===== src/rtl/tick_counter.sv =====
// Free-running N-bit tick counter with wrap flag; define TICK_COUNTER_STICKY_OF_EN
// to make the overflow flag sticky with an of_clr input.
module tick_counter #(
    parameter int N = 4
) (
    input  logic         clk,
    input  logic         reset,
    input  logic         tick,
`ifdef TICK_COUNTER_STICKY_OF_EN
    input  logic         of_clr,
`endif
    output logic [N-1:0] counter,
    output logic         of
);

    logic [N-1:0] counter_q, counter_d;
    logic         of_q, of_d;
    logic         wrap;

    assign wrap = tick && (counter_q == {N{1'b1}});

    always_comb begin
        counter_d = counter_q;
        if (tick) begin
            counter_d = counter_q + N'(1);
        end
    end

`ifdef TICK_COUNTER_STICKY_OF_EN
    // A wrap on the same edge as a clear takes priority so no overflow is lost.
    always_comb begin
        of_d = wrap | (of_q & ~of_clr);
    end
`else
    always_comb begin
        of_d = wrap;
    end
`endif

    always_ff @(posedge clk or posedge reset) begin
        if (reset) begin
            counter_q <= '0;
            of_q      <= 1'b0;
        end else begin
            counter_q <= counter_d;
            of_q      <= of_d;
        end
    end

    assign counter = counter_q;
    assign of      = of_q;

endmodule


===== config.mk =====
export PLATFORM = sky130hd
export DESIGN_NAME = tick_counter
export DESIGN_NICKNAME = d
export VERILOG_FILES = /design/src/rtl/tick_counter.sv
export SDC_FILE = /design/constraint.sdc
export NUM_CORES = 1
export LEC_CHECK = 0
export CORE_AREA = 2 2 39 41
export DETAILED_ROUTE_END_ITERATION = 10
export DIE_AREA = 0 0 41 43
export GPL_ROUTABILITY_DRIVEN = 0
export PLACE_DENSITY = 0.43
export SLEW_MARGIN = 10
export SYNTH_ARGS = -nofsm -noshare
export SYNTH_HDL_FRONTEND = slang
export SYNTH_SLANG_ARGS = --single-unit

===== constraint.sdc =====
create_clock -name clk -period 2.1 [get_ports clk]
set_input_delay 0.315 -clock clk [delete_from_list [all_inputs] [get_ports clk]]
set_output_delay 0.315 -clock clk [all_outputs]
set_load 0.01 [all_outputs]

==> flow_results.org <==
** Outcome
- Run status :: complete, no violations

** Flow run
- Max-cap violations :: 0

** Timing
- The tightest hold path in the finished design has a slack of 0.270 ns.
- Least-Margin Pin Slew :: 0.185 ns
- Headroom to the max-slew limit came out at 0.876.
- Max-slew violation total from the final report :: 0
- Fmax :: 658 MHz
- The clock arrives with 0.000653 ns of skew.
- Endpoints failing hold :: 0
- The clock period could shrink to 1.52 ns.
- Setup-failing EPs final :: 0
- Setup TNS :: 0 ns
- Setup repair after global routing missed its margin :: no
- Portion of the clock cycle consumed by the worst path in the final layout :: 0.724

** GRT
- Across every metal layer, demand over resource in global routing totals 0.0627.
- The total overflow left after global routing is 0.
- Vias in the first global route :: 160
- Entering global routing, the biggest net connects 6 pins.
- The number of antenna violations at the first check in global routing came to 0.
- The first global-routing pass estimated 641 um of wire.

** Drt
- After detailed routing, the number of remaining DRC violations is 0.
- Starting DRC count in detailed routing :: 3
- In the routed layout, each cell is associated on average with a via count of 3.57.
- In the final routed layout, each cell accounts on average for 8.50 um.
- The first detailed-routing pass ran for 4 iterations.
- The detail route stage leaves a number of antenna-violating nets equal to 0.
- The final layout contains routed wiring with a total length of 357 um.
- Vias after detailed routing :: 150

** CTS
- TritonCTS built the clock tree.
- For the worst-skew pair, the clock arrives at the later sink with an insertion delay of 0.24 ns.
- Clock tree synthesis found a total of 5 sinks.
- Clock-pin slew was measured on the worst setup and hold paths at 0.04 ns.
- Clock tree root driver cell :: clkbuf_4
- CTS built an H-tree with a depth of 1.
- Counting the buffers created by CTS gives 3.
- Post-CTS Setup Repair Bufs :: 0
- Worst-case clock buffer depth :: 2
- Hold-fix buffer count after cts :: 0
- In this run, post-CTS repair resized a total of 0 instances.

** Synth
- During synthesis, Yosys emitted a total of 0 warnings.
- Simple-gate share of the synthesized area :: 0.0892
- By area, the combinational part of the netlist is dominated by XOR/XNOR gates.
- Total nets after synthesis :: 19
- Of the synthesized area, sequential elements account for 0.637.
- The compound-gate portion of the synthesized area came to 0.
- Mapped Area :: 196 sq um
- Post-synthesis cell type count :: 9
- After synthesis the netlist holds a flip-flop and latch count of 5.
- Synth Area in XOR/XNOR :: 0.134
- In the synthesized netlist, the number of instances is 15.
- The portion of synthesized area spent on multiplexers is 0.0573.
- Of the total synthesized cell area, the portion taken by full adders, half adders and majority gates is 0.0637.
- Dividing the synthesized area by the synthesized cell count gives 13.1 sq um.

** Power and ir drop
- Internal power :: 327 uW
- VDD sags by at most 0.627 mV.
- Of the total power, the share spent switching nets is 0.313.
- In this run the static leakage power is 0.000134 uW.
- Clock network power share :: 0.235
- In this run the power density over the cells is 1520 nW/um^2.
- The share of total power dissipated in combinational logic is 0.373.
- Total power :: 476 uW
- Of the total power, registers draw 0.391.
- Summed over all nets, the switching power comes to 149 uW.

** Critical path
- Register-to-register path setup slack :: 1.02 ns
- The kind of cell with the highest combined delay along the critical path is buffers and inverters.
- Worst path required time :: 1.78 ns
- The slowest stage of the critical path belongs to the cell clkdlybuf4s50_1.
- The signal on the critical path passes through clkdlybuf4s50_1.
- Worst setup path class :: reg2out
- Of all nets on the critical path, the largest fanout is 4.
- STA classifies the critical path endpoint as a primary output.
- Buf+Inv Stages, Crit Path :: 1
- Delay of the slowest cell on the worst path :: 0.56 ns
- Crit path DAT :: 1.21 ns
- Worst setup SP type :: flop

** Worst hold path
- Worst min path class :: in2async

** Placed design
- Summing all placed instances gives a cell area of 287 sq um.
- Count of input and output buffers :: 7

** Floorplan
- Horizontal extent of the die :: 41 um
- Die H :: 43 um
- Floorplan die area :: 1760 sq um
- Row generation in the floorplan step produced 14 rows.
- Ports :: 8
- For this configuration, the core starts out at a cell density of 0.142.
- Core Area :: 1380 sq um

** Layout
- Register area :: 125 sq um
- Number of diodes added for antenna fixing :: 0
- Summed area of non-filler cells in the final layout :: 313 sq um
- Most common cell after layout, fill and taps aside :: clkdlybuf4s50_1
- Leaving out fill and tap cells, the most frequent cells in the layout are clkdlybuf4s50_1, dfrtp_1, clkbuf_4.
- Layout cell share with drive strength beyond 1 :: 0.154
- Compared with the post-synthesis result, the final layout area differs by 59.2%.
- The multi-input combinational cells in the finished layout cover a total of 67.6 sq um.
- Once layout is complete, the utilization of the core stands at 0.226.
- The filler cells instantiated in the layout total 144.
- Layout Nets :: 31
power by group through the flow:
stage               registers (uW)  logic [uW]  clock network, uW
floorplan                      200        63.8                  0
global route                   196         199                126
CTS                            188         181                115
global placement               182         176                  0
detailed placement             187         180                  0
finish                         186         178                112
layout make-up:
class,instances,share of cell area
Inverter,1,0.0120
Sequential cell,5,0.400
Tap cell,16,0.0640
Timing Repair Buffer,7,0.224
Multi-Input combinational cell,9,0.216
Clock buffer,4,0.0840
synth_stat cells (all sizes together):
cell	count	area, sq um
dfrtp	5	125
nand2	2	7.51
ha	1	12.5
xor2	1	8.76
xnor2	2	17.5
inv	1	3.75
nand4	1	6.26
nor2	1	3.75
mux2	1	11.3
flip-flops by register name, summed over array words and instances, names as in the netlist:
name and count:
of 1, counter 4
kinds of logic (layout without fill, tap and decap cells):
kind of cell             count (synthesis)  after routing
XOR/XNOR                                 3              3
multiplexers                             1              1
AND/OR/NAND/NOR                          4              4
flip-flops                               5              5
adder cells (fa/ha/maj)                  1              1
buffers and inverters                    1             12
per-stage QoR:
stage,instances,setup slack (ns)
6_report,42,0.580
4_1_cts,42,0.569
5_1_grt,42,0.520
2_1_floorplan,15,1.01
3_3_place_gp,38,0.787
3_5_place_dp,38,0.757
path summary, 6_finish.rpt:
path                             from    endpoint  depth (start not counted)
setup reg to reg           counter[0]  counter[1]                          2
hold reg to reg            counter[3]  counter[3]                          1
min in group clk           counter[3]  counter[3]                          1
max in group asynchronous       reset  counter[0]                          2
setup / recovery           counter[0]  counter[0]                          1
hold / removal                  reset  counter[2]                          2
metal layers:
metal	track usage	part of all wire	vias to the layer above
met5	0	0	-
met4	0.0200	0	0
met3	0.0785	0.17	0
met2	0.0625	0.39	12
met1	0.0789	0.43	68
li1	-	-	70
(Power assumes the default switching activity.)
